## src/rtl/point_renderer_pkg.sv

```systemverilog
// Purpose: shared types for the point renderer: FSM states, pixel modes, point word layout.
// Latency: n/a (types and constants only).
// Backpressure: n/a.
package point_renderer_pkg;

   typedef enum logic [1:0] {
      ST_IDLE  = 2'd0,
      ST_ISSUE = 2'd1,
      ST_DRAIN = 2'd2,
      ST_DONE  = 2'd3
   } state_t;

   // Pixel/clip modes
   localparam logic [1:0] MODE_GRAY   = 2'd0;  // pixel = z[9:2], clipped points dropped
   localparam logic [1:0] MODE_INVERT = 2'd1;  // pixel = ~z[9:2], clipped points dropped
   localparam logic [1:0] MODE_WHITE  = 2'd2;  // pixel = 8'hFF, clipped points dropped
   localparam logic [1:0] MODE_CLAMP  = 2'd3;  // pixel = z[9:2], clipped points saturated

   localparam int PT_WORD_W = 36;

   // Memory word layout: {rsvd[35:30], x[29:20], y[19:10], z[9:0]}
   typedef struct packed {
      logic [5:0] rsvd;
      logic [9:0] x;
      logic [9:0] y;
      logic [9:0] z;
   } pt_word_t;

endpackage

```

## src/rtl/point_fifo.sv

```systemverilog
// Purpose: synchronous FIFO with occupancy count; head word is visible combinationally.
// Latency: a word pushed on one edge is readable at pop_data after that edge.
// Backpressure: push ignored when full, pop ignored when empty; count lets the caller reserve space.
// Ports: clk, reset (sync, active-high); push/push_data; pop/pop_data; count, empty, full.
module point_fifo #(
   parameter int WIDTH = 36,
   parameter int DEPTH = 4
) (
   input  logic                           clk,
   input  logic                           reset,
   input  logic                           push,
   input  logic [WIDTH-1:0]               push_data,
   input  logic                           pop,
   output logic [WIDTH-1:0]               pop_data,
   output logic [$clog2(DEPTH+1)-1:0]     count,
   output logic                           empty,
   output logic                           full
);

   localparam int CNT_W = $clog2(DEPTH + 1);
   localparam int PTR_W = (DEPTH > 1) ? $clog2(DEPTH) : 1;

   logic [WIDTH-1:0] mem [DEPTH];
   logic [PTR_W-1:0] wr_ptr;
   logic [PTR_W-1:0] rd_ptr;
   logic             do_push;
   logic             do_pop;

   assign empty    = (count == '0);
   assign full     = (count == CNT_W'(DEPTH));
   assign do_push  = push && !full;
   assign do_pop   = pop && !empty;
   assign pop_data = mem[rd_ptr];

   always_ff @(posedge clk) begin
      if (do_push) begin
         mem[wr_ptr] <= push_data;
      end
   end

   always_ff @(posedge clk) begin
      if (reset) begin
         wr_ptr <= '0;
         rd_ptr <= '0;
         count  <= '0;
      end else begin
         if (do_push) begin
            wr_ptr <= (wr_ptr == PTR_W'(DEPTH - 1)) ? '0 : wr_ptr + PTR_W'(1);
         end
         if (do_pop) begin
            rd_ptr <= (rd_ptr == PTR_W'(DEPTH - 1)) ? '0 : rd_ptr + PTR_W'(1);
         end
         case ({do_push, do_pop})
            2'b10:   count <= count + CNT_W'(1);
            2'b01:   count <= count - CNT_W'(1);
            default: count <= count;
         endcase
      end
   end

endmodule

```

## src/rtl/point_renderer.sv

```systemverilog
// Purpose: fetch a frame of packed points from ZBT memory, pan/clip them and emit pixels in address order.
// Latency: first point reaches pt_valid ZBT_LATENCY+2 cycles after the accepted start.
// Backpressure: pt_ready stalls the output register; reads are only issued when the FIFO can absorb them.
// Ports: clk, reset (sync, active-high); start/base_addr/num_points/camera_offset/mode frame setup;
//        zbt0_read_addr/zbt0_read_data memory port; pt_valid/pt_ready/x/y/pixel point stream; busy, done.
module point_renderer
   import point_renderer_pkg::*;
#(
   parameter int NUM_POINTS_W = 19,
   parameter int ZBT_LATENCY  = 2,
   parameter int X_LIMIT      = 1024,
   parameter int Y_LIMIT      = 768,
   parameter int OFFSET_SHIFT = 2
) (
   input  logic                    clk,
   input  logic                    reset,
   input  logic                    start,
   input  logic [18:0]             base_addr,
   input  logic [NUM_POINTS_W-1:0] num_points,
   input  logic [5:0]              camera_offset,
   input  logic [1:0]              mode,
   input  logic [35:0]             zbt0_read_data,
   output logic [18:0]             zbt0_read_addr,
   output logic                    pt_valid,
   input  logic                    pt_ready,
   output logic [9:0]              x,
   output logic [9:0]              y,
   output logic [7:0]              pixel,
   output logic                    busy,
   output logic                    done
);

   localparam int FIFO_DEPTH = ZBT_LATENCY + 2;
   localparam int CNT_W      = $clog2(FIFO_DEPTH + 1);
   localparam int OCC_W      = CNT_W + 1;

   localparam logic [10:0] X_LIM = 11'(X_LIMIT);
   localparam logic [10:0] Y_LIM = 11'(Y_LIMIT);
   localparam logic [9:0]  X_MAX = 10'(X_LIMIT - 1);
   localparam logic [9:0]  Y_MAX = 10'(Y_LIMIT - 1);

   state_t                  state;
   state_t                  state_nxt;

   logic [NUM_POINTS_W-1:0] num_q;
   logic [NUM_POINTS_W-1:0] issue_cnt;
   logic [5:0]              offset_q;
   logic [1:0]              mode_q;

   // Bit i set means a read issued i+1 cycles ago is still in flight.
   logic [ZBT_LATENCY-1:0]  rd_vld_sr;
   logic [OCC_W-1:0]        rd_outstanding;

   logic                    start_ok;
   logic                    issue_fire;
   logic                    last_issue;

   logic                    fifo_push;
   logic                    fifo_pop;
   logic                    fifo_empty;
   logic [CNT_W-1:0]        fifo_count;
   pt_word_t                fifo_dat;
   logic                    unused_fifo_full;
   logic                    unused_bits;

   logic [10:0]             x_sum;
   logic                    x_clip;
   logic                    y_clip;
   logic                    pt_keep;
   logic [9:0]              x_nxt;
   logic [9:0]              y_nxt;
   logic [7:0]              pix_nxt;
   logic                    out_free;

   assign start_ok   = (state == ST_IDLE) && start;
   assign last_issue = (issue_cnt == (num_q - NUM_POINTS_W'(1)));

   always_comb begin
      rd_outstanding = '0;
      for (int i = 0; i < ZBT_LATENCY; i++) begin
         rd_outstanding = rd_outstanding + OCC_W'(rd_vld_sr[i]);
      end
   end

   // In-flight reads plus buffered words never exceed the FIFO depth, so
   // every returning word has a slot regardless of pt_ready.
   assign issue_fire = (state == ST_ISSUE) &&
                       ((rd_outstanding + OCC_W'(fifo_count)) < OCC_W'(FIFO_DEPTH));

   // ---------------- FSM ----------------
   always_ff @(posedge clk) begin
      if (reset) begin
         state <= ST_IDLE;
      end else begin
         state <= state_nxt;
      end
   end

   always_comb begin
      state_nxt = state;
      busy      = 1'b0;
      done      = 1'b0;
      case (state)
         ST_IDLE: begin
            if (start) begin
               state_nxt = (num_points == '0) ? ST_DONE : ST_ISSUE;
            end
         end
         ST_ISSUE: begin
            busy = 1'b1;
            if (issue_fire && last_issue) begin
               state_nxt = ST_DRAIN;
            end
         end
         ST_DRAIN: begin
            busy = 1'b1;
            if ((rd_vld_sr == '0) && fifo_empty && !pt_valid) begin
               state_nxt = ST_DONE;
            end
         end
         ST_DONE: begin
            done      = 1'b1;
            state_nxt = ST_IDLE;
         end
         default: state_nxt = ST_IDLE;
      endcase
   end

   // ---------------- frame setup and read issue ----------------
   always_ff @(posedge clk) begin
      if (reset) begin
         num_q          <= '0;
         offset_q       <= '0;
         mode_q         <= '0;
         issue_cnt      <= '0;
         zbt0_read_addr <= '0;
         rd_vld_sr      <= '0;
      end else begin
         rd_vld_sr[0] <= issue_fire;
         for (int i = 1; i < ZBT_LATENCY; i++) begin
            rd_vld_sr[i] <= rd_vld_sr[i-1];
         end
         if (start_ok) begin
            num_q     <= num_points;
            offset_q  <= camera_offset;
            mode_q    <= mode;
            issue_cnt <= '0;
            if (num_points != '0) begin
               zbt0_read_addr <= base_addr;
            end
         end else if (issue_fire) begin
            issue_cnt      <= issue_cnt + NUM_POINTS_W'(1);
            zbt0_read_addr <= zbt0_read_addr + 19'd1;  // wraps modulo 2^19
         end
      end
   end

   assign fifo_push = rd_vld_sr[ZBT_LATENCY-1];

   point_fifo #(
      .WIDTH (PT_WORD_W),
      .DEPTH (FIFO_DEPTH)
   ) u_fifo (
      .clk       (clk),
      .reset     (reset),
      .push      (fifo_push),
      .push_data (zbt0_read_data),
      .pop       (fifo_pop),
      .pop_data  (fifo_dat),
      .count     (fifo_count),
      .empty     (fifo_empty),
      .full      (unused_fifo_full)
   );

   assign unused_bits = ^{fifo_dat.rsvd, fifo_dat.z[1:0]};

   // ---------------- pan, clip, shade ----------------
   always_comb begin
      x_sum   = {1'b0, fifo_dat.x} + (11'(offset_q) << OFFSET_SHIFT);
      x_clip  = (x_sum >= X_LIM);
      y_clip  = ({1'b0, fifo_dat.y} >= Y_LIM);
      pt_keep = !(x_clip || y_clip) || (mode_q == MODE_CLAMP);
      x_nxt   = x_sum[9:0];
      y_nxt   = fifo_dat.y;
      if (mode_q == MODE_CLAMP) begin
         if (x_clip) x_nxt = X_MAX;
         if (y_clip) y_nxt = Y_MAX;
      end
      case (mode_q)
         MODE_INVERT: pix_nxt = ~fifo_dat.z[9:2];
         MODE_WHITE:  pix_nxt = 8'hFF;
         default:     pix_nxt = fifo_dat.z[9:2];
      endcase
   end

   // Dropped points are still popped; they just never load the output register.
   assign out_free = !pt_valid || pt_ready;
   assign fifo_pop = !fifo_empty && out_free;

   always_ff @(posedge clk) begin
      if (reset) begin
         pt_valid <= 1'b0;
         x        <= '0;
         y        <= '0;
         pixel    <= '0;
      end else if (fifo_pop && pt_keep) begin
         pt_valid <= 1'b1;
         x        <= x_nxt;
         y        <= y_nxt;
         pixel    <= pix_nxt;
      end else if (pt_ready) begin
         pt_valid <= 1'b0;
      end
   end

endmodule

```

## config.mk

```make
export PLATFORM = sky130hd
export DESIGN_NAME = point_renderer
export DESIGN_NICKNAME = d
export VERILOG_FILES = /design/src/rtl/point_renderer_pkg.sv /design/src/rtl/point_fifo.sv /design/src/rtl/point_renderer.sv
export SDC_FILE = /design/constraint.sdc
export NUM_CORES = 1
export LEC_CHECK = 0
export ABC_AREA = 1
export CAP_MARGIN = 30
export CORE_UTILIZATION = 57
export CTS_BUF_LIST = sky130_fd_sc_hd__clkbuf_2
export DETAILED_ROUTE_END_ITERATION = 8
export PLACE_DENSITY = 0.82
export SYNTH_ARGS = -nofsm -noshare
export SYNTH_HDL_FRONTEND = slang
export SYNTH_SLANG_ARGS = --single-unit
```

## constraint.sdc

```tcl
create_clock -name clk -period 3.4 [get_ports clk]
set_input_delay 0.68 -clock clk [delete_from_list [all_inputs] [get_ports clk]]
set_output_delay 0.68 -clock clk [all_outputs]
set_load 0.01 [all_outputs]
```

Word-level counts from Yosys, hierarchy flattened
Memories as Yosys holds them, arrays and structs flattened. A register that Yosys moved wholly into a read port is not among the register bits.
Index checks and enable logic that the tools add are counted.
{ "word_totals": {"latch_bits": 0, "out_inout_bits": 50, "register_bits": 105, "rom_bits": 0, "ramBits": 144, "memories": 1} }
{ "memory_table": {"columns": ["memory", "depth", "word_bits", "read_ports", "rd_ports_with_merged_regs", "wr", "line", "rtl"], "rows": [
  ["u_fifo.mem", 4, 36, 1, 1, 1, "point_fifo.sv:23", "logic [WIDTH-1:0] mem [DEPTH];"]
]} }
{ "classes": {"n_div": 0, "n_bitwise": 1, "shift": 0, "n_mux": 24, "n_lt_le_gt_ge": 3, "eq_ne": 16, "addsub": 10, "reduce_logical": 28, "mul": 0} }
{ "op_table": {"columns": ["cell", "n"], "rows": [
  ["$mux W19", 3],
  ["$mux W10", 4],
  ["$add A19 B1 Y19 const B", 2],
  ["$eq A19 B19 Y1", 1],
  ["$logic_not A19 Y1", 1],
  ["$reduce_bool A19 Y1", 1],
  ["$sub A19 B1 Y19 const B", 1],
  ["$mux W2", 8],
  ["$pmux W8 S2", 1],
  ["$eq A2 B2 Y1 const B", 7],
  ["$add A10 B8 Y11", 1],
  ["$ge A11 B11 Y1 const B", 1],
  ["$ge A10 B10 Y1 const B", 1],
  ["$logic_and A1 B1 Y1", 9],
  ["$not A8 Y8", 1],
  ["$pmux W2 S4", 1],
  ["$eq A2 B1 Y1 const B", 3],
  ["$mux W1", 6],
  ["$pmux W3 S2", 1],
  ["$reduce_bool A2 Y1", 3],
  ["$add A2 B1 Y2 const B", 2],
  ["$add A2 B3 Y4", 1],
  ["$logic_not A1 Y1", 4],
  ["$logic_not A2 Y1", 2],
  ["12 further kinds", 17]
]} }

Depth between registers and ports, before layout
Gate-level depths: netlist of the first run.
{ "logic_depth": {"depth_word": 7, "ltp_mapped": 21, "mapped_depth_nobuf": 17} }

Cells and area by module
Synthesis of the first run repeated with hierarchy kept, for this count alone.
{ "hier_totals": {"hier_cells": 1261, "area_unflattened_um2": 11522.3} }
{ "modules_own_cells": {"columns": ["module", "cells_each", "instances", "area_per_inst_um2", "seq_area_each_um2"], "rows": [
  ["point_fifo", 420, 1, 5876.9, 4504.3],
  ["point_renderer", 841, 1, 5645.4, 1961.9]
]} }

Least setup slack after synthesis of the first run
No wires, ideal clock.
{ "synth_timing": {"path_kind": "register to register", "startpoint": "register with a tool-made name", "endpoint": "register x[5]", "path_stages_with_launch": 22, "setup_time_ps": 117, "arrival_ps": 2892, "required_ps": 3283, "path_slack_ps": 392, "cell_sequence": "dfxtp_1 inv_1 buf_2 buf_2 clkbuf_1 clkbuf_1 nor2_1 o22ai_1 ha_1 fa_1 nand3_1 nand2_1 a21oi_1 o21ai_1 nand2_1 nor2_2 o21bai_4 nand2_4 buf_6 nand2_1 nand2_1 nor2_1"} }
{ "synth_rtl": {"columns": ["element", "line", "rtl"], "rows": [
  ["end signal: assignment", "point_renderer.sv:208", "x <= x_nxt;"],
  ["end: declaration", "point_renderer.sv:26", "output logic [9:0] x,"]
]} }

==> metrics.log, run 1 <==
[metrics] result of the run: finished clean
[metrics] P_leak: 4.78 nW
[metrics] clock slew seen by the registers of the worst setup and hold paths: 0.11 ns
[metrics] P&R area growth vs syn: 19.3%
[metrics] post-CTS setup buffers: 0
[metrics] met3 GRT Util: 5.03%
[metrics] leftover overflow at the end of global routing: 0
[metrics] vias in the first global route: 8,127
[metrics] cell area after synthesis: 10,200 um^2
[metrics] remaining routing DRC violations: 0
[metrics] number of buffers inserted by port buffering: 127
[metrics] share of post-route cells with drive strength above 1: 11.2%
[metrics] CTS Hold Bufs: 0
[metrics] final hold viol count: 0
[metrics] Slowest-stage cell, CP: fa_1
[metrics] total wire length: 23,900 um
[metrics] max incr delay on CP: 0.41 ns
[metrics] filler-free cell count of the finished design: 1,584
[metrics] maximum number of pins on one net before global-route repair: 69
[metrics] endpoint of the worst hold-timing path: rd_vld_sr[1]
[metrics] overall global routing resource usage: 26.5%
[metrics] final setup TNS: 0 ns
[metrics] Gate Count Post-Synth: 1,163
[metrics] clock sink count: 219
[metrics] core outline area: 17,400 um^2
[metrics] cts bufs inserted: 53
[metrics] area enclosed by the die boundary: 18,500 um^2
[metrics] type of origin of the critical path: flop
[metrics] crit path cell chain: inv_1 -> o21ai_0 -> o22ai_1 -> ha_1 -> fa_1 -> nand3_1 -> nand2_1 -> a21oi_1 -> o21ai_1 -> nand2_1 -> nor2_2 -> o21bai_4 -> buf_4 -> nand3_1 -> a21oi_1
[metrics] CTS resizes: 0
[metrics] first-pass GRT wire length: 38,500 um
[metrics] required time of the worst setup path: 4.14 ns
[metrics] met2 usage in global routing: 43.5%
[metrics] worst hold path depth: 2
[metrics] vias after detailed routing: 8,558
[metrics] fraction of the yosys area taken by sequential cells: 53.9%
[metrics] Top FF cell, synth: edfxtp_1
[metrics] number of buffers on the longest clock path: 3
[metrics] maximum capacitance violations: 0
[metrics] Cell variety after synth: 48
[metrics] TritonCTS clock tree: yes
[metrics] number of flip-flops and latches in the synthesized netlist: 219
[metrics] initial core utilization: 58.6%
[metrics] clock period minus final worst setup slack: 2.95 ns
[metrics] average vias per placed instance: 5.40
[metrics] final weighted congestion in routability-driven placement: 0.900
[metrics] number of violations reported at the end of detailed-routing iteration 0: 640
[metrics] remaining max-slew budget at the tightest pin: 58.2%
[metrics] area of all placed cells without fillers: 12,200 um^2
[metrics] final count of pins violating max slew: 0
[metrics] most common cell after layout, fill and taps aside: nand2_1
[metrics] nets: 1,424
[metrics] CP Data Arrival Time: 3.69 ns
[metrics] count of pins on the block boundary: 136
[metrics] largest fanout on the critical path: 24
[metrics] Register-to-Register Path Depth: 15
[metrics] num rows: 48
[metrics] worst setup skew after layout: 0.0716 ns
[metrics] highest clock frequency the design can meet: 339 MHz
[metrics] Yosys warning total: 0
[metrics] final setup violation count: 0
[metrics] number of nets still failing antenna checks after routing: 0
[metrics] worst hold slack after final layout: 0.187 ns
[metrics] antenna violations before repair: 2
[metrics] final clock period utilization by the worst path: 86.7%
[metrics] buffer type at the clock tree root: clkbuf_2
[metrics] insertion delay of the later-clocked pin in the worst-skew pair: 0.87 ns
[metrics] Post-synth EDFFs: 112
[metrics] Synth Net Count: 1,275
[metrics] mean cell area of the mapped netlist: 8.78 um^2
[metrics] PD cells: 740 nW/um^2
[metrics] Reg-to-Reg End: y[6]
[metrics] worst setup slack for register-to-register paths: 0.45 ns
[metrics] Post-Place Cell Area: 11,700 um^2
[metrics] CP Class: flop to flop
[metrics] GR met1 Demand/Resource: 34.0%
[metrics] fraction of registers with async set or reset after synthesis: 0%
[metrics] Die H: 136 um
[metrics] die boundary width: 136 um
[metrics] Hold WC Path Type: input port to flop
[metrics] TritonRoute pass-1 iters: 5
[metrics] top library cells by usage in the layout, fill and taps aside: nand2_1, nor2_1, clkdlybuf4s50_1
[metrics] utilization of the core after routing: 69.9%
[metrics] RSZ-0062 raised after global routing: no
[metrics] slew at the pin with the worst max-slew slack: 0.621 ns
[metrics] Min-Delay Startpoint: reset
[metrics] HPWL reported at the end of detailed placement: 15,700 um
[metrics] post-DR wirelength/cell: 15.1 um
[metrics] element type at the critical path end: flop
[metrics] most used routing layer: met2
[metrics] number of H-tree levels: 2
[metrics] maximum resistive drop on vdd: 0.000479 V
[metrics] # placed instances: 1,482
[registers in the layout (all words and copies together), names as in the netlist, named ones only]
name,cells
y,10
u_fifo.wr_ptr,2
num_q,19
u_fifo.mem,112
issue_cnt,19
mode_q,2
x,10
rd_vld_sr,2
offset_q,6
u_fifo.count,3
state,2
pixel,8
u_fifo.rd_ptr,2
pt_valid,1
zbt0_read_addr,19
[Yosys cell counts, types with 11 or more instances]
master | instances | area share, %
o21ai_0 | 94 | 4.6
or2_2 | 11 | 0.67
nand3_1 | 52 | 2.5
dfxtp_1 | 107 | 21
xnor2_1 | 14 | 1.2
ha_1 | 24 | 2.9
clkbuf_1 | 31 | 1.1
xor2_1 | 22 | 1.9
nor2_1 | 158 | 5.8
buf_2 | 14 | 0.69
o22ai_1 | 15 | 0.92
a21oi_1 | 88 | 4.3
nand2_1 | 232 | 8.5
inv_1 | 83 | 3.0
edfxtp_1 | 112 | 33
nor3_1 | 11 | 0.54
[power by group]
group          internal, W  leakage [nW]  switching, W  total (W)
clock network     0.000696         0.398       0.00108    0.00178
registers          0.00313          1.89      0.000333    0.00346
logic              0.00152          2.49       0.00226    0.00378
total              0.00535          4.78       0.00367    0.00902
[cell type report]
cell class	instances	area [um^2]
diodes	2	5.00
clock buffers	90	450
clock inverters	10	48.8
fillers	1392	5230
inverters	90	338
multi-input cells	802	4150
flip-flops and latches	219	5510
well taps	225	282
repair buffers	146	1410
[metal layers]
layer,routed length [um],vias to the layer above
li1,-,4265
met1,10200,3931
met2,11500,304
met3,1710,58
met4,571,0
met5,0,-
[worst max path at each step]
stage | slack, ns | endpoint | cells past startpoint | startpoint
2_1_floorplan | 0.39 | x[5] | 21 | flop
3_3_place_gp | 0.54 | zbt0_read_addr[17] | 10 | num_points[11]
3_5_place_dp | 0.48 | zbt0_read_addr[17] | 10 | num_points[12]
4_1_cts | 0.47 | busy | 3 | state[0]
5_1_grt | 0.17 | x[4] | 15 | flop
6_report | 0.45 | y[6] | 15 | flop
[cells by family (layout without fill, tap and decap cells)]
family          after synthesis  count (layout)  synth area share [%]
simple gates                498             498                  20.5
fa+ha+maj                    26              26                  3.33
buf+inv                     142             336                  5.68
flops                       219             219                  53.9
compound gates              242             242                  13.5
other cells                   0               2                     0
xor+xnor                     36              36                  3.09
[stage by stage]
| stage | power (W) | worst slack [ns] |
|---|---|---|
| detailed placement | 0.00726 | 0.485 |
| finish | 0.00902 | 0.453 |
| CTS | 0.00905 | 0.465 |
| global route | 0.00969 | 0.174 |
| floorplan | 0.00614 | 0.392 |
| global placement | 0.00716 | 0.539 |
[worst max-delay path: cells and delay by family, from the launching register on]
family	cells	cell delay, ns
buf+inv	2	0.51
fa+ha+maj	2	0.62
flops	1	0.37
compound gates	6	0.87
simple gates	5	0.44
Note: power is estimated with default switching activity, not from simulation.
==> inputs of run 2 (changes only) <==
--- a/config.mk
+++ b/config.mk
@@ -7,10 +7,9 @@
 export LEC_CHECK = 0
 export ABC_AREA = 1
 export CAP_MARGIN = 30
-export CORE_UTILIZATION = 57
+export CORE_UTILIZATION = 30
 export CTS_BUF_LIST = sky130_fd_sc_hd__clkbuf_2
 export DETAILED_ROUTE_END_ITERATION = 8
-export PLACE_DENSITY = 0.82
 export SYNTH_ARGS = -nofsm -noshare
 export SYNTH_HDL_FRONTEND = slang
 export SYNTH_SLANG_ARGS = --single-unit
==> run 2 against run 1 <==
Against the previous run:
- clock-buffer cell count decreased by 18
- final area increased by 2.7%
- clock power increased by 4%
- non-clock buffer count increased by 2
- register-to-register slack improved by 0.07 ns
- clock skew increased by 0.015 ns
==> metrics.log, run 2 (synthesized netlist as in run 1, its figures left out) <==
[metrics] result of the run: finished clean
[metrics] remaining routing DRC violations: 0
[metrics] number of nets still failing antenna checks after routing: 0
[metrics] maximum capacitance violations: 0
[metrics] final weighted congestion in routability-driven placement: 0.829
[metrics] number of H-tree levels: 2
[metrics] type of origin of the critical path: flop
[metrics] highest clock frequency the design can meet: 348 MHz
[metrics] overall global routing resource usage: 16.1%
[metrics] first-pass GRT wire length: 44,600 um
[metrics] TritonRoute pass-1 iters: 5
[metrics] final count of pins violating max slew: 0
[metrics] element type at the critical path end: flop
[metrics] share of post-route cells with drive strength above 1: 10.2%
[metrics] PD cells: 734 nW/um^2
[metrics] core outline area: 33,500 um^2
[metrics] total wire length: 28,000 um
[metrics] # placed instances: 1,707
[metrics] antenna violations before repair: 1
[metrics] die boundary width: 187 um
[metrics] clock sink count: 219
[metrics] pre-CTS setup slack: 0.455 ns
[metrics] num rows: 67
[metrics] post-CTS setup buffers: 0
[metrics] final hold viol count: 0
[metrics] Die H: 187 um
[metrics] most common cell after layout, fill and taps aside: nand2_1
[metrics] remaining max-slew budget at the tightest pin: 36.8%
[metrics] final clock period utilization by the worst path: 84.5%
[metrics] number of buffers inserted by port buffering: 127
[metrics] leftover overflow at the end of global routing: 0
[metrics] Hold WC Path Type: input port to flop
[metrics] required time of the worst setup path: 4.17 ns
[metrics] clock period minus final worst setup slack: 2.87 ns
[metrics] nets: 1,431
[metrics] clock slew seen by the registers of the worst setup and hold paths: 0.11 ns
[metrics] vias after detailed routing: 8,553
[metrics] filler-free cell count of the finished design: 1,817
[metrics] vias in the first global route: 8,503
[metrics] insertion delay of the later-clocked pin in the worst-skew pair: 0.88 ns
[metrics] CTS Hold Bufs: 0
[metrics] area enclosed by the die boundary: 34,800 um^2
[metrics] number of flip-flops under the largest register name: 112
[metrics] post-route worst setup slack: 0.526 ns
[metrics] buffer type at the clock tree root: clkbuf_2
[metrics] count of pins on the block boundary: 136
[metrics] maximum number of pins on one net before global-route repair: 69
[metrics] register with the most flip-flops: u_fifo.mem
[metrics] CTS resizes: 0
[metrics] HPWL reported at the end of detailed placement: 18,300 um
[metrics] cts bufs inserted: 58
[metrics] largest fanout on the critical path: 17
[metrics] CP Data Arrival Time: 3.65 ns
[metrics] number of buffers on the longest clock path: 3
[metrics] maximum resistive drop on vdd: 0.000412 V
[metrics] Fill cells: 3,470
[metrics] average vias per placed instance: 4.71
[metrics] post-DR wirelength/cell: 15.4 um
[metrics] initial core utilization: 30.5%
[metrics] number of violations reported at the end of detailed-routing iteration 0: 434
[metrics] worst setup skew after layout: 0.0862 ns
[metrics] final setup TNS: 0 ns
[metrics] slew at the pin with the worst max-slew slack: 0.948 ns
[metrics] worst hold slack after final layout: 0.399 ns
[metrics] RSZ-0062 raised after global routing: no
[metrics] CP Class: flop to flop
[metrics] top library cells by usage in the layout, fill and taps aside: nand2_1, nor2_1, clkdlybuf4s50_1
[metrics] TritonCTS clock tree: yes
[metrics] utilization of the core after routing: 37.3%
[metrics] final setup violation count: 0
[metrics] P_leak: 4.77 nW
[metrics] P&R area growth vs syn: 22.5%
## run 2: cell count changes in the layout (fill, tap and decap cells not counted), sizes merged
cell / before / now
inv: 89 / 88
buf: 20 / 22
diode: 2 / 1
clkinv: 10 / 37
bufinv: 0 / 1
clkbuf: 90 / 72
## run 2: metrics by stage
step | instance area (um^2) | total power (W)
after floorplan | 10200 | 0.00614
after global placement | 12000 | 0.00733
after detailed placement | 12000 | 0.00739
after CTS | 12500 | 0.00931
after global routing | 12500 | 0.00996
final | 12500 | 0.00919
## run 2: area by class of cell
cell class / count / area, um^2 / area share (%)
clock buffer: 72 / 360 / 2.88
antenna: 1 / 2.50 / 0.0200
sequential: 219 / 5510 / 44.0
inverter: 90 / 338 / 2.70
multi-input combinational: 802 / 4150 / 33.1
clock inverter: 37 / 180 / 1.44
tap: 448 / 561 / 4.48
timing repair buffer: 148 / 1420 / 11.4
## run 2: path summary, 6_finish.rpt
path / depth (start not counted) / to / slack (ns) / start
worst min-delay path: 3 / rd_vld_sr[1] / 0.40 / reset
worst max-delay path: 15 / x[4] / 0.53 / flop
worst min register to register: 2 / rd_vld_sr[1] / 0.44 / rd_vld_sr[0]
worst max register to register: 15 / x[4] / 0.53 / flop
## run 2: critical path: stages, from the launching register on
cell and delay, ns:
dfxtp_1 0.36, buf_4 0.24, o21ai_0 0.13, o22ai_1 0.26
ha_1 0.24, fa_1 0.21, nand3_1 0.08, nand2_1 0.11
a21oi_1 0.08, o21ai_1 0.19, nand2_1 0.09, nor2_2 0.16
nand2_1 0.28, nand2_1 0.15, nand3_1 0.08, a21oi_1 0.16
## run 2: metal layers
layer	part of all wire, %	GRT usage (%)	vias to the layer above	wire length (um)
li1	-	-	4282	-
met1	45	20.6	3994	12600
met2	45	26.3	230	12700
met3	7.6	4.61	47	2130
met4	1.8	4.76	0	492
met5	0	0	-	0
## run 2: power by group
| group | switching, W | internal (W) |
|---|---|---|
| registers | 0.000332 | 0.00313 |
| logic | 0.00235 | 0.00152 |
| clock network | 0.00116 | 0.000688 |
==> inputs of run 3 (changes only) <==
==> constraint.sdc (replaced) <==
create_clock -name clk -period 2.4 [get_ports clk]
set_input_delay 0.48 -clock clk [delete_from_list [all_inputs] [get_ports clk]]
set_output_delay 0.48 -clock clk [all_outputs]
set_load 0.01 [all_outputs]
==> run 3 against run 2 <==
Against the previous run:
- the flow now finishes with violations (setup timing)
- via count up 1.5%
- combinational power up 72%
- total power rose by 55%
- utilization up 2.8 points
- clock-buffer cell count grew 19
- clock power grew 43%
- critical path depth up 2
- hold slack got worse by 0.20 ns
- first-iteration DRC count up 6.9%
==> metrics.log, run 3 (synthesized netlist as in run 1, its figures left out) <==
[metrics] result of the run: finished, violations left
[metrics] violated checks: setup timing
[metrics] total power: 0.0142 W
[metrics] number of violations reported at the end of detailed-routing iteration 0: 464
[metrics] cts bufs inserted: 61
[metrics] worst setup skew after layout: 0.0442 ns
[metrics] count of pins on the block boundary: 136
[metrics] insertion delay of the later-clocked pin in the worst-skew pair: 0.89 ns
[metrics] CP Data Arrival Time: 3.37 ns
[metrics] most common cell after layout, fill and taps aside: nand2_1
[metrics] remaining max-slew budget at the tightest pin: 60.5%
[metrics] P&R area growth vs syn: 31.6%
[metrics] routed metal-1 wire length: 11,900 um
[metrics] slew at the pin with the worst max-slew slack: 0.593 ns
[metrics] number of buffers on the longest clock path: 3
[metrics] maximum resistive drop on vdd: 0.000481 V
[metrics] HPWL reported at the end of detailed placement: 18,000 um
[metrics] post-route worst setup slack: -0.169 ns
[metrics] PD cells: 1060 nW/um^2
[metrics] average vias per placed instance: 4.66
[metrics] CP Class: flop to flop
[metrics] final weighted congestion in routability-driven placement: 0.846
[metrics] worst setup slack for register-to-register paths: -0.17 ns
[metrics] final setup violation count: 29
[metrics] TritonCTS clock tree: yes
[metrics] Reg-to-Reg End: x[9]
[metrics] vias in the first global route: 8,489
[metrics] RSZ-0062 raised after global routing: yes
[metrics] Die H: 187 um
[metrics] final count of pins violating max slew: 0
[metrics] Fill cells: 3,394
[metrics] maximum number of pins on one net before global-route repair: 69
[metrics] Min-Delay Startpoint: base_addr[2]
[metrics] highest clock frequency the design can meet: 389 MHz
[metrics] required time of the worst setup path: 3.20 ns
[metrics] type of origin of the critical path: flop
[metrics] num rows: 67
[metrics] maximum capacitance violations: 0
[metrics] Register-to-Register Path Depth: 17
[metrics] worst hold path depth: 3
[metrics] first-pass GRT wire length: 43,600 um
[metrics] routed wire length on met3: 1460 um
[metrics] number of flip-flops under the largest register name: 112
[metrics] number of buffers inserted by port buffering: 127
[metrics] post-DR wirelength/cell: 14.6 um
[metrics] core outline area: 33,500 um^2
[metrics] initial core utilization: 30.5%
[metrics] largest fanout on the critical path: 8
[metrics] TritonRoute pass-1 iters: 4
[metrics] share of post-route cells with drive strength above 1: 21.8%
[metrics] Routed met2 length: 13,300 um
[metrics] nets: 1,479
[metrics] P_leak: 5.56 nW
[metrics] top layer used by detailed routing: met5
[metrics] area enclosed by the die boundary: 34,800 um^2
[metrics] antenna violations before repair: 3
[metrics] final clock period utilization by the worst path: 107%
[metrics] buffer type at the clock tree root: clkbuf_2
[metrics] remaining routing DRC violations: 0
[metrics] top library cells by usage in the layout, fill and taps aside: nand2_1, nor2_1, edfxtp_1
[metrics] number of H-tree levels: 2
[metrics] clock slew seen by the registers of the worst setup and hold paths: 0.10 ns
[metrics] register with the most flip-flops: u_fifo.mem
[metrics] die boundary width: 187 um
[metrics] vias after detailed routing: 8,683
[metrics] final hold viol count: 0
[metrics] total wire length: 27,300 um
[metrics] clock sink count: 219
[metrics] final setup TNS: -3.76 ns
[metrics] clock period minus final worst setup slack: 2.57 ns
[metrics] Hold WC Path Type: input port to flop
[metrics] element type at the critical path end: flop
[metrics] overall global routing resource usage: 15.6%
[metrics] Critical Path End: x[9]
[metrics] number of nets still failing antenna checks after routing: 0
[metrics] leftover overflow at the end of global routing: 0
-- run 3: changes by cell type in the layout (fill, tap and decap cells not counted), sizes merged, moves of 14 or more --
cell and delta:
clkdlybuf4s50 -46, clkinv -15, buf +44, dlygate4sd2 +31, clkbuf +20, dlymetal6s2s +14
-- run 3: power breakdown --
| part | leakage (nW) | internal, W | switching [W] |
|---|---|---|---|
| logic | 3.23 | 0.00288 | 0.00376 |
| registers | 1.90 | 0.00447 | 0.000502 |
| clock network | 0.431 | 0.00103 | 0.00160 |
-- run 3: cell type report --
cell class | count | area, um^2 | area share, %
flip-flops and latches | 219 | 5550 | 41.3
multi-input cells | 802 | 4500 | 33.5
repair buffers | 193 | 1940 | 14.4
well taps | 448 | 561 | 4.17
clock buffers | 91 | 455 | 3.39
inverters | 90 | 343 | 2.55
clock inverters | 20 | 93.8 | 0.698
diodes | 2 | 5.00 | 0.0372
-- run 3: metrics by stage --
| step | hold slack, ns | cells | setup WS [ns] | cell area, um^2 | utilization, % |
|---|---|---|---|---|---|
| 2_1_floorplan | 0.420 | 1163 | -0.409 | 10300 | - |
| 3_3_place_gp | 0.438 | 1737 | -0.129 | 12300 | 36.8 |
| 3_5_place_dp | 0.442 | 1737 | -0.166 | 12300 | 36.8 |
| 4_1_cts | 0.0803 | 1863 | -0.163 | 13300 | 39.7 |
| 5_1_grt | 0.106 | 1865 | -0.295 | 13400 | 40.1 |
| 6_report | 0.204 | 1865 | -0.169 | 13400 | 40.1 |
-- run 3: repair_timing --
item / CTS / global route
endpoints found under the setup margin: 71 / 43
pin swaps: 23 / 23
setup buffers: 12 / 3
gates resized for setup: 135 / 52
cloned: 3 / 0
endpoints found under the hold margin: 6 / 0
hold buffers: 1 / 0
-- run 3: how the worst min path moves through the flow --
stage                             end  slack, ns
floorplan                rd_vld_sr[1]       0.42
global placement         rd_vld_sr[1]       0.44
detailed placement       rd_vld_sr[1]       0.44
CTS                  u_fifo.mem[3][5]       0.08
global route         u_fifo.mem[3][5]       0.11
finish              zbt0_read_addr[2]       0.20
-- run 3: routing by layer --
layer,GRT usage (%),vias to the layer above
met1,19.2,4032
met5,0,-
met3,3.74,51
met2,26.5,205
li1,-,4393
met4,5.99,2
-- run 3: critical path, cell delays in order (launching register included) --
cell      delay [ns]
dfxtp_4         0.40
inv_6           0.05
o21ai_2         0.14
o22ai_2         0.10
ha_2            0.21
fa_2            0.37
nand3_2         0.07
nand2_2         0.06
a21oi_2         0.16
o21ai_2         0.09
nand2_2         0.08
nor2_4          0.04
o21bai_4        0.20
nand2_4         0.14
buf_12          0.19
nand2_2         0.06
nand2_2         0.05
nor2_2          0.09
